$ cat config.mk
export PLATFORM = sky130hd
export DESIGN_NAME = multicycle_addsub_flat
export DESIGN_NICKNAME = d
export VERILOG_FILES = /design/src/rtl/multicycle_addsub_if.sv /design/src/rtl/multicycle_addsub.sv /design/src/flat_wrapper.sv
export SDC_FILE = /design/constraint.sdc
export NUM_CORES = 1
export LEC_CHECK = 0
export ABC_AREA = 0
export CAP_MARGIN = 20
export CORE_ASPECT_RATIO = 1.75
export CORE_UTILIZATION = 55
export CTS_CLUSTER_DIAMETER = 30
export CTS_CLUSTER_SIZE = 25
export DETAILED_ROUTE_END_ITERATION = 10
export GPL_TIMING_DRIVEN = 0
export PLACE_DENSITY_LB_ADDON = 0.15
export SETUP_SLACK_MARGIN = 0.1
export SLEW_MARGIN = 10
export SYNTH_ARGS = -nofsm -noshare
export SYNTH_HDL_FRONTEND = slang
export SYNTH_SLANG_ARGS = --single-unit
$ cat constraint.sdc
create_clock -name clk -period 7.1 [get_ports clk]
set_clock_uncertainty 0.2 [all_clocks]
set_input_delay 1.42 -clock clk [delete_from_list [all_inputs] [get_ports clk]]
set_output_delay 1.42 -clock clk [all_outputs]
set_load 0.1 [all_outputs]
$ cat src/rtl/multicycle_addsub_if.sv
// rtl/multicycle_addsub_if.sv - operand request / result handshake bundle for multicycle_addsub
interface multicycle_addsub_if #(
    parameter int WIDTH = 16
) ();
    logic             in_valid;
    logic             in_ready;
    logic [WIDTH-1:0] A;
    logic [WIDTH-1:0] B;
    logic             addsub;
    logic             sat;
    logic             out_valid;
    logic             out_ready;
    logic [WIDTH-1:0] S;
    logic             Cout;
    logic             ov_flag;
    logic             zero_flag;
    logic             neg_flag;

    modport master (
        output in_valid, A, B, addsub, sat, out_ready,
        input  in_ready, out_valid, S, Cout, ov_flag, zero_flag, neg_flag
    );

    modport slave (
        input  in_valid, A, B, addsub, sat, out_ready,
        output in_ready, out_valid, S, Cout, ov_flag, zero_flag, neg_flag
    );
endinterface

$ cat src/rtl/multicycle_addsub.sv
// rtl/multicycle_addsub.sv - chunk-serial two's-complement adder/subtractor
// CHUNK bits per cycle LSB first, optional signed saturation, registered flags.
module multicycle_addsub #(
    parameter int WIDTH = 16,
    parameter int CHUNK = 4
) (
    input  logic              clk,
    input  logic              rst_n,
    multicycle_addsub_if.slave bus
);
    localparam int N     = WIDTH / CHUNK;
    localparam int CNT_W = (N > 1) ? $clog2(N) : 1;
    localparam logic [CNT_W-1:0] CNT_LAST = CNT_W'(N - 1);
    localparam logic [WIDTH-1:0] SAT_POS  = {1'b0, {(WIDTH-1){1'b1}}};
    localparam logic [WIDTH-1:0] SAT_NEG  = {1'b1, {(WIDTH-1){1'b0}}};

    localparam logic [1:0] ST_IDLE = 2'd0;
    localparam logic [1:0] ST_CALC = 2'd1;
    localparam logic [1:0] ST_DONE = 2'd2;

    logic [1:0]       state_q, state_d;
    logic [WIDTH-1:0] a_q, a_d;
    logic [WIDTH-1:0] b_q, b_d;
    logic             sat_q, sat_d;
    logic             carry_q, carry_d;
    logic [CNT_W-1:0] cnt_q, cnt_d;
    logic [WIDTH-1:0] res_q, res_d;
    logic [WIDTH-1:0] s_q, s_d;
    logic             cout_q, cout_d;
    logic             ov_q, ov_d;
    logic             zero_q, zero_d;
    logic             neg_q, neg_d;

    logic [CHUNK-1:0] a_chunk;
    logic [CHUNK-1:0] b_chunk;
    logic [CHUNK:0]   chunk_sum;
    logic             carry_msb;
    logic             ov_raw;
    logic [WIDTH-1:0] res_full;
    logic [WIDTH-1:0] s_final;

    // Datapath for the current chunk; carry_msb and ov_raw only matter on the last one.
    always_comb begin
        a_chunk   = a_q[cnt_q*CHUNK +: CHUNK];
        b_chunk   = b_q[cnt_q*CHUNK +: CHUNK];
        chunk_sum = {1'b0, a_chunk} + {1'b0, b_chunk} + {{CHUNK{1'b0}}, carry_q};
        carry_msb = chunk_sum[CHUNK-1] ^ a_chunk[CHUNK-1] ^ b_chunk[CHUNK-1];
        ov_raw    = carry_msb ^ chunk_sum[CHUNK];
        res_full  = res_q;
        res_full[cnt_q*CHUNK +: CHUNK] = chunk_sum[CHUNK-1:0];
        s_final   = res_full;
        if (sat_q && ov_raw) begin
            s_final = res_full[WIDTH-1] ? SAT_POS : SAT_NEG;
        end
    end

    always_comb begin
        state_d = state_q;
        a_d     = a_q;
        b_d     = b_q;
        sat_d   = sat_q;
        carry_d = carry_q;
        cnt_d   = cnt_q;
        res_d   = res_q;
        s_d     = s_q;
        cout_d  = cout_q;
        ov_d    = ov_q;
        zero_d  = zero_q;
        neg_d   = neg_q;
        case (state_q)
            ST_IDLE: begin
                if (bus.in_valid) begin
                    // Subtraction is A + ~B + 1: invert B once here and seed the carry.
                    a_d     = bus.A;
                    b_d     = bus.addsub ? ~bus.B : bus.B;
                    sat_d   = bus.sat;
                    carry_d = bus.addsub;
                    cnt_d   = '0;
                    state_d = ST_CALC;
                end
            end
            ST_CALC: begin
                res_d   = res_full;
                carry_d = chunk_sum[CHUNK];
                cnt_d   = cnt_q + 1'b1;
                if (cnt_q == CNT_LAST) begin
                    cnt_d   = '0;
                    state_d = ST_DONE;
                    s_d     = s_final;
                    cout_d  = chunk_sum[CHUNK];
                    ov_d    = ov_raw;
                    zero_d  = (s_final == '0);
                    neg_d   = s_final[WIDTH-1];
                end
            end
            ST_DONE: begin
                if (bus.out_ready) begin
                    state_d = ST_IDLE;
                end
            end
            default: state_d = ST_IDLE;
        endcase
    end

    always_ff @(posedge clk or negedge rst_n) begin
        if (!rst_n) begin
            state_q <= ST_IDLE;
            a_q     <= '0;
            b_q     <= '0;
            sat_q   <= 1'b0;
            carry_q <= 1'b0;
            cnt_q   <= '0;
            res_q   <= '0;
            s_q     <= '0;
            cout_q  <= 1'b0;
            ov_q    <= 1'b0;
            zero_q  <= 1'b0;
            neg_q   <= 1'b0;
        end else begin
            state_q <= state_d;
            a_q     <= a_d;
            b_q     <= b_d;
            sat_q   <= sat_d;
            carry_q <= carry_d;
            cnt_q   <= cnt_d;
            res_q   <= res_d;
            s_q     <= s_d;
            cout_q  <= cout_d;
            ov_q    <= ov_d;
            zero_q  <= zero_d;
            neg_q   <= neg_d;
        end
    end

    assign bus.in_ready  = (state_q == ST_IDLE);
    assign bus.out_valid = (state_q == ST_DONE);
    assign bus.S         = s_q;
    assign bus.Cout      = cout_q;
    assign bus.ov_flag   = ov_q;
    assign bus.zero_flag = zero_q;
    assign bus.neg_flag  = neg_q;
endmodule

$ cat src/flat_wrapper.sv
// flat-port wrapper written by rule: the top's interface ports become plain ports
module multicycle_addsub_flat 
#(
    parameter int WIDTH = 16,
    parameter int CHUNK = 4
)
  (clk, rst_n, bus_in_valid, bus_A, bus_B, bus_addsub, bus_sat, bus_out_ready, bus_in_ready, bus_out_valid, bus_S, bus_Cout, bus_ov_flag, bus_zero_flag, bus_neg_flag);
  multicycle_addsub_if #(.WIDTH(WIDTH)) bus_i ();
  input  logic clk;
  input  logic rst_n;
  input wire logic [$bits(bus_i.in_valid)-1:0] bus_in_valid;
  input wire logic [$bits(bus_i.A)-1:0] bus_A;
  input wire logic [$bits(bus_i.B)-1:0] bus_B;
  input wire logic [$bits(bus_i.addsub)-1:0] bus_addsub;
  input wire logic [$bits(bus_i.sat)-1:0] bus_sat;
  input wire logic [$bits(bus_i.out_ready)-1:0] bus_out_ready;
  output wire logic [$bits(bus_i.in_ready)-1:0] bus_in_ready;
  output wire logic [$bits(bus_i.out_valid)-1:0] bus_out_valid;
  output wire logic [$bits(bus_i.S)-1:0] bus_S;
  output wire logic [$bits(bus_i.Cout)-1:0] bus_Cout;
  output wire logic [$bits(bus_i.ov_flag)-1:0] bus_ov_flag;
  output wire logic [$bits(bus_i.zero_flag)-1:0] bus_zero_flag;
  output wire logic [$bits(bus_i.neg_flag)-1:0] bus_neg_flag;
  assign bus_i.in_valid = bus_in_valid;
  assign bus_i.A = bus_A;
  assign bus_i.B = bus_B;
  assign bus_i.addsub = bus_addsub;
  assign bus_i.sat = bus_sat;
  assign bus_i.out_ready = bus_out_ready;
  assign bus_in_ready = bus_i.in_ready;
  assign bus_out_valid = bus_i.out_valid;
  assign bus_S = bus_i.S;
  assign bus_Cout = bus_i.Cout;
  assign bus_ov_flag = bus_i.ov_flag;
  assign bus_zero_flag = bus_i.zero_flag;
  assign bus_neg_flag = bus_i.neg_flag;
  multicycle_addsub #(.WIDTH(WIDTH), .CHUNK(CHUNK)) u_core (.clk(clk), .rst_n(rst_n), .bus(bus_i));
endmodule
==> results.txt, run 1 <==
----------------------------------------------------
[STA]
  Total count of max-transition violations in the final report ... 0
  Final hold viol count ... 0
  TNS Setup ... 0 ps
  Setup WS post-layout ... just under 3000 ps
  Max-slew headroom at the worst pin ... about a third
  Final Critical Period ... 4180 ps
  Worst-Margin Slew ... 974 ps
  RSZ-0062 raised after global routing ... no
  Maximum clock rate ... roughly 240 MHz
  Setup-failing EPs final ... 0
  Final clock period utilization by the worst path ... 58.9%

[Setup path]
  Critical path startpoint ... u_core.cnt_q[0]$_DFFE_PN0P_
  Critical path start-end classification ... reg -> reg
  Crit path launch type ... flop
  Critical path's most frequent cell ... sky130_fd_sc_hd__a21oi_1
  Reg-to-reg critical path endpoint ... u_core.bus.S[11]$_DFFE_PN0P_
  Total buffers and inverters traversed by the critical path ... 2
  Required @ worst endpoint ... 7110 ps
  CP cell instances ... buf_1 > mux4_2 > fa_1 > a21o_1 > a21oi_1 > xnor2_2 > xnor3_2 > clkbuf_1 > a21oi_1 > o21ai_1
  Critical R2R Launch ... u_core.cnt_q[0]$_DFFE_PN0P_
  Critical path's top delay family ... buffers and inverters
  Biggest cell delay along the critical path ... 650 ps
  Reg2Reg Depth ... 10
  Capture point of the worst path ... u_core.bus.S[11]$_DFFE_PN0P_
  Setup slack on the worst flop-to-flop path ... 2920 ps
  Data arrival at the endpoint of the critical path ... 4200 ps
  Kind of capture point of the worst setup path ... flop
  Cell count along the critical path ... 10
  Highest-delay cell along the critical path ... sky130_fd_sc_hd__mux4_2
  Largest fanout of any net on the critical path ... 10

[Finish]
  Reg area ... 1830 um2
  Fraction of final layout cells sized beyond drive strength 1 ... around an eighth
  Number of cells in the finished layout apart from fillers ... roughly 510
  Number of fill cells ... 519
  Commonest non-fill, non-tap cell in the layout ... sky130_fd_sc_hd__dfrtp_1
  Multi-input gate area in the final layout ... 1760 um2
  Signed area change from the synthesized netlist to the final layout ... 26.7%
  Nets@finish ... 476
  Commonest cells after routing, fill and taps aside ... 73 x sky130_fd_sc_hd__dfrtp_1, 57 x sky130_fd_sc_hd__clkdlybuf4s50_1, 49 x sky130_fd_sc_hd__nand2_1
  Total inserted antenna cells ... 0

[Routing]
  Remaining number of nets flagged by the antenna check after routing ... 0
  Total number of vias ... 2,924
  Drt pass-1 iters ... 4
  Total Routed Length ... 8250 um
  Number of remaining DRC errors ... 0
  Number of DRC markers after the initial detailed-route iteration ... 170
  Per-cell via count in the routed design ... 5.70
  DR WL/cell ... 16.1 um

[Yosys]
  Count of mapped cells out of synthesis ... around 360
  Synth Area in Compound Gates ... roughly 16%
  Mux cell area share after synthesis ... 10.6%
  Synthesized netlist net count ... 406
  Fraction of registers with async set or reset after synthesis ... 100%
  Synthesized-area fraction occupied by and/or/nand/nor cells ... a little under an eighth
  Sequential cell area fraction in the yosys report ... 49.1%
  Synthesized-area fraction occupied by adder cells ... 4.11%
  Primary flip-flop cell chosen by synthesis mapping ... sky130_fd_sc_hd__dfrtp_1
  Combined area of all synthesized cells ... 3720 um2
  Flip-flop and latch count after synthesis ... 73
  Post-Syn Area per Cell ... about 10 um2
  Yosys Warn Count ... 0
  Post-synth EDFFs ... 0
  Largest family of logic cells by synthesized area ... compound AO/OA/AOI/OAI gates
  Cell variety after synth ... around 40
  Post-synthesis xor/xnor area fraction ... 5.32%

[Floorplan]
  Die Wd ... 64.1 um
  Floorplan row count ... 39
  Area of the core region ... 6540 um2
  Boundary Pins ... 60
  Die area ... 7100 um2
  Initial standard-cell utilization of the core ... 56.9%
  Die outline height ... 111 um

[Global route]
  Global Route Usage Sum ... between 20% and 30%
  First-pass GRT wire length ... 13,700 um
  Pin count of the biggest net entering global routing ... 49
  GRT overflow ... 0
  Via count of the first global-routing pass ... ~2,900
  Antenna violations before repair ... 0

[Hold path]
  Type of the most critical hold path ... reg -> reg

[CTS]
  Clock tree from TritonCTS ... built
  CTS root buffer ... sky130_fd_sc_hd__clkbuf_16
  Inserted Clock Buffers ... 9
  Number of hold buffers added after cts ... 0
  Clock transition at the register clock pins on the worst setup and hold paths after CTS ... 60 ps
  Source-to-sink clock delay at the later pin of the worst-skew pair ... ~330 ps
  Cells resized by post-CTS repair ... 0
  # H-tree levels ... 3
  Number of buffers inserted to repair setup after CTS ... 0
  Number of clock sinks ... 73
  Longest Clk Path Bufs ... 2

[Place]
  Routability congestion estimate from global placement ... 0.894
  Worst slack, placed ... 2880 ps
  Dpl cells ... around 500
  # port buffers ... 58
  HPWL after detailed placement ... 6230 um

[Job]
  Max-Cap Viols ... 0

[Status]
  Outcome ... completed

----------------------------------------------------
==> state kept, by name (all words and copies together) (netlist names) <==
| signal | flops |
|---|---|
| u_core.cnt_q | 2 |
| u_core.bus.Cout | 1 |
| u_core.carry_q | 1 |
| u_core.bus.zero_flag | 1 |
| u_core.res_q | 16 |
| u_core.a_q | 16 |
| u_core.b_q | 16 |
| u_core.bus.ov_flag | 1 |
| u_core.state_q | 2 |
| u_core.bus.neg_flag | 1 |
| u_core.bus.S | 15 |
| u_core.sat_q | 1 |
==> cell usage after synthesis (2+ instances only) <==
library cell,instances,area (um2)
sky130_fd_sc_hd__mux2_2,18,203
sky130_fd_sc_hd__nor2b_1,12,75.1
sky130_fd_sc_hd__o31ai_1,2,15.0
sky130_fd_sc_hd__nor3_1,4,20.0
sky130_fd_sc_hd__mux4_2,8,180
sky130_fd_sc_hd__o21ai_0,24,120
sky130_fd_sc_hd__a22oi_1,5,37.5
sky130_fd_sc_hd__nor2_1,22,82.6
sky130_fd_sc_hd__nor3b_1,3,22.5
sky130_fd_sc_hd__clkbuf_1,18,67.6
sky130_fd_sc_hd__dfrtp_1,73,1830
sky130_fd_sc_hd__nand2_1,49,184
sky130_fd_sc_hd__inv_1,8,30.0
sky130_fd_sc_hd__a21boi_0,10,75.1
sky130_fd_sc_hd__and2_1,2,12.5
sky130_fd_sc_hd__fa_1,2,40.0
sky130_fd_sc_hd__ha_1,9,113
sky130_fd_sc_hd__xnor2_1,18,158
sky130_fd_sc_hd__a31o_2,3,26.3
sky130_fd_sc_hd__nand2b_1,2,12.5
sky130_fd_sc_hd__nand4_1,2,12.5
sky130_fd_sc_hd__buf_1,2,7.51
sky130_fd_sc_hd__a21oi_1,27,135
sky130_fd_sc_hd__o21ai_1,10,50.1
sky130_fd_sc_hd__a31oi_1,8,50.1
==> layer usage <==
metal	track usage (%)	wire, um	up-vias
met5	0	0	-
met3	4.63	263	24
li1	-	-	1394
met4	15.6	358	0
met1	26.7	3000	1417
met2	46.4	4630	89
==> worst reg2reg max path: stages (launching register included) <==
cell	delay, ps
sky130_fd_sc_hd__dfrtp_1	520
sky130_fd_sc_hd__buf_1	590
sky130_fd_sc_hd__mux4_2	650
sky130_fd_sc_hd__fa_1	410
sky130_fd_sc_hd__a21o_1	180
sky130_fd_sc_hd__a21oi_1	300
sky130_fd_sc_hd__xnor2_2	170
sky130_fd_sc_hd__xnor3_2	470
sky130_fd_sc_hd__clkbuf_1	270
sky130_fd_sc_hd__a21oi_1	240
sky130_fd_sc_hd__o21ai_1	80
==> layout make-up <==
class,instances,area share [%]
sequential,73,38.8
inverter,8,0.638
buffer,23,2.10
timing repair buffer,59,12.9
clock buffer,13,5.74
tap,82,2.18
clock inverter,2,0.266
multi-input combinational,253,37.4
==> stage by stage <==
stage | hold slack (ps) | util, % | area (um2)
final | 267 | 72.0 | 4710
after global placement | 251 | 67.3 | 4400
after CTS | 269 | 72.0 | 4710
after global routing | 293 | 72.0 | 4710
after floorplan | 238 | - | 3720
after detailed placement | 254 | 67.7 | 4430
==> logic make-up (layout without fill, tap and decap cells) <==
logic type,count (synthesis),after routing
simple gates,98,98
xor+xnor,20,20
fa+ha+maj,11,11
buf+inv,31,105
mux,27,27
flops,73,73
compound gates,97,97
==> how the worst min path moves through the flow <==
stage | slack [ps] | from | cells after the start | end
after floorplan | 240 | u_core.res_q[11]$_DFFE_PN0P_ | 2 | u_core.res_q[11]$_DFFE_PN0P_
after global placement | 250 | u_core.res_q[13]$_DFFE_PN0P_ | 2 | u_core.res_q[13]$_DFFE_PN0P_
after detailed placement | 250 | u_core.res_q[13]$_DFFE_PN0P_ | 2 | u_core.res_q[13]$_DFFE_PN0P_
after CTS | 270 | u_core.res_q[13]$_DFFE_PN0P_ | 2 | u_core.res_q[13]$_DFFE_PN0P_
after global routing | 290 | u_core.res_q[13]$_DFFE_PN0P_ | 2 | u_core.res_q[13]$_DFFE_PN0P_
final | 270 | u_core.res_q[13]$_DFFE_PN0P_ | 2 | u_core.res_q[13]$_DFFE_PN0P_
Power of run 1 is left out: the tool's default activity adds up to more than one toggle a clock period on the data nets, which glitch-free logic cannot reach.
==> run 2: changes to the inputs <==
Settings changed: CORE_UTILIZATION 55 to 48.
Clock period 7.1 ns to 3.6 ns, I/O delays scaled along.
==> run 2 against run 1 <==
Compared with the run above: sequential cell count unchanged; highest routed layer unchanged; register-to-register slack worse by 2700 ps; routed wire length rose by 4.5%; non-clock buffer count grew 3; worst hold slack worse by 250 ps; critical endpoint is now u_core.bus.zero_flag$_DFFE_PN0P_; count of clock-buffer cells in the layout increased by 2; utilization fell by 8.7 points.
==> results.txt, run 2 (synthesis gave the netlist of run 1 again) <==
----------------------------------------------------
[Place]
  # port buffers ... 58 (unchanged)
  HPWL after detailed placement ... 6380 um (+2.4%)
  Placement Cell Area ... 4430 um2 (+0.20%)
  Routability congestion estimate from global placement ... 0.910 (+1.9%)

[Hold path]
  Type of the most critical hold path ... in -> async

[Floorplan]
  Floorplan row count ... 42 (+7.7%)
  Boundary Pins ... 60 (unchanged)
  Initial standard-cell utilization of the core ... 49.5% (-7.4 points)
  Die outline height ... 118 um (+6.9%)
  Die area ... 8110 um2 (+14%)
  Die Wd ... 68.5 um (+6.8%)
  Area of the core region ... 7510 um2 (+15%)

[Routing]
  Total Routed Length ... 8620 um (+4.5%)
  Total number of vias ... 2,867 (-1.9%)
  Drt pass-1 iters ... 4 (unchanged)
  Number of DRC markers after the initial detailed-route iteration ... 203 (+19%)
  Number of remaining DRC errors ... 0 (unchanged)
  DR WL/cell ... 16.5 um (+2.7%)
  Per-cell via count in the routed design ... 5.49 (-3.6%)
  Remaining number of nets flagged by the antenna check after routing ... 0 (unchanged)

[CTS]
  Number of clock sinks ... 73 (unchanged)
  Clock tree from TritonCTS ... built
  Source-to-sink clock delay at the later pin of the worst-skew pair ... 340 ps (about the same)
  Longest Clk Path Bufs ... 2 (unchanged)
  CTS root buffer ... sky130_fd_sc_hd__clkbuf_16
  Clock transition at the register clock pins on the worst setup and hold paths after CTS ... 60 ps (about the same)
  # H-tree levels ... 3 (unchanged)
  Inserted Clock Buffers ... 9 (unchanged)

[Global route]
  GRT overflow ... 0 (unchanged)
  Pin count of the biggest net entering global routing ... 65 (+33%)
  Antenna violations before repair ... 0 (unchanged)
  Via count of the first global-routing pass ... 2,845 (-0.63%)
  Global Route Usage Sum ... 25.0% (-0.64 points)
  First-pass GRT wire length ... 14,600 um (+6.9%)

[STA]
  Total count of max-transition violations in the final report ... 0 (unchanged)
  Final clock period utilization by the worst path ... 94.8% (+36 points)
  Final hold viol count ... 0 (unchanged)
  Max-slew headroom at the worst pin ... 34.7% (-0.21 points)
  TNS Setup ... 0 ps (unchanged)
  Maximum clock rate ... 293 MHz (+22%)
  Setup-failing EPs final ... 0 (unchanged)
  Worst-Margin Slew ... 977 ps (+3.10 ps)
  RSZ-0062 raised after global routing ... yes
  Final Critical Period ... 3410 ps (-768 ps)

[Finish]
  Commonest non-fill, non-tap cell in the layout ... sky130_fd_sc_hd__dfrtp_1
  Fraction of final layout cells sized beyond drive strength 1 ... 13.6% (+1.8 points)
  Biggest regs ... u_core.a_q (16), u_core.b_q (16), u_core.res_q (16)
  Commonest cells after routing, fill and taps aside ... 72 x sky130_fd_sc_hd__dfrtp_1, 57 x sky130_fd_sc_hd__clkdlybuf4s50_1, 49 x sky130_fd_sc_hd__nand2_1
  Number of fill cells ... 654 (+26%)
  Total inserted antenna cells ... 0 (unchanged)
  Cell area after layout ... 4750 um2 (+0.98%)
  Reg area ... 1830 um2 (about the same)
  Signed area change from the synthesized netlist to the final layout ... 27.9%
  Nets@finish ... 479 (+0.63%)
  Multi-input gate area in the final layout ... 1790 um2 (+1.8%)

[Setup path]
  Required @ worst endpoint ... 3620 ps (-3490 ps)
  Biggest cell delay along the critical path ... 560 ps (-90 ps)
  Crit path launch type ... flop
  CP cell instances ... buf_6 > mux4_2 > fa_1 > inv_1 > fa_2 > inv_1 > o21ai_0 > a21oi_2 > nor4_2 > a32o_1
  Kind of capture point of the worst setup path ... flop
  Data arrival at the endpoint of the critical path ... 3430 ps (-770 ps)
  Largest fanout of any net on the critical path ... 10 (unchanged)
  Critical path's most frequent cell ... sky130_fd_sc_hd__inv_1
  Highest-delay cell along the critical path ... sky130_fd_sc_hd__mux4_2
  Critical path start-end classification ... reg -> reg

[Status]
  Outcome ... completed

[Job]
  Max-Cap Viols ... 0 (unchanged)

----------------------------------------------------
run 2: changes by cell type in the layout (fill, tap and decap cells not counted), moves of 3 or more:
cell	before	now
sky130_fd_sc_hd__a21boi_0	10	6
sky130_fd_sc_hd__a21boi_1	0	4
sky130_fd_sc_hd__buf_4	2	5
sky130_fd_sc_hd__clkbuf_1	19	22
run 2: path summary, 6_finish.rpt:
| path | startpoint | to | slack, ps | depth (start not counted) |
|---|---|---|---|---|
| setup / recovery | u_core.cnt_q[0]$_DFFE_PN0P_ | u_core.bus.zero_flag$_DFFE_PN0P_ | 190 | 10 |
| min in group clk | u_core.res_q[11]$_DFFE_PN0P_ | u_core.res_q[11]$_DFFE_PN0P_ | 260 | 2 |
| hold reg to reg | u_core.res_q[11]$_DFFE_PN0P_ | u_core.res_q[11]$_DFFE_PN0P_ | 260 | 2 |
| hold / removal | rst_n | u_core.bus.S[10]$_DFFE_PN0P_ | 20 | 1 |
| max in group asynchronous | rst_n | u_core.cnt_q[0]$_DFFE_PN0P_ | 2640 | 2 |
| setup reg to reg | u_core.cnt_q[0]$_DFFE_PN0P_ | u_core.bus.zero_flag$_DFFE_PN0P_ | 190 | 10 |
run 2: per-stage QoR:
step / hold WS [ps] / std cells / setup WS [ps] / util, %
after floorplan: 224 / 357 / 126 / -
after global routing: 19.7 / 522 / 87.8 / 63.3
after detailed placement: 255 / 504 / -349 / 59.0
final: 17.7 / 522 / 186 / 63.3
after CTS: 13.4 / 522 / 188 / 62.9
after global placement: 250 / 503 / -916 / 58.7
run 2: per-layer routing:
layer	track usage [%]	vias to the layer above	part of all wire [%]
li1	-	1391	-
met5	0	-	0
met3	5.50	25	2.8
met1	28.1	1384	38
met2	42.4	67	55
met4	12.8	0	4.1
run 2: final cells by class:
class | count | area share (%)
plain buffers | 23 | 2.26
clock buffers | 15 | 5.42
inverters | 8 | 0.632
multi-input cells | 253 | 37.7
flip-flops and latches | 73 | 38.4
well taps | 88 | 2.32
repair buffers | 62 | 13.2
run 2: worst max-delay path, delay by kind of cell, from the launching register on:
kind                     cells  cell delay (ps)
multiplexers                 1              560
adder cells (fa/ha/maj)      2              840
AND/OR/NAND/NOR              1              100
AO/OA/AOI/OAI                3              740
buffers and inverters        3              480
flip-flops                   1              390
run 2: what timing repair did:
item / CTS / global route
hold buffers: 0 / 0
hold endpoints to repair: 0 / 0
buffers inserted: 3 / 0
gates resized for setup: 5 / 9
pin swaps: 1 / 1
endpoints found under the setup margin: 19 / 18
Power of run 2 is left out for the same reason.
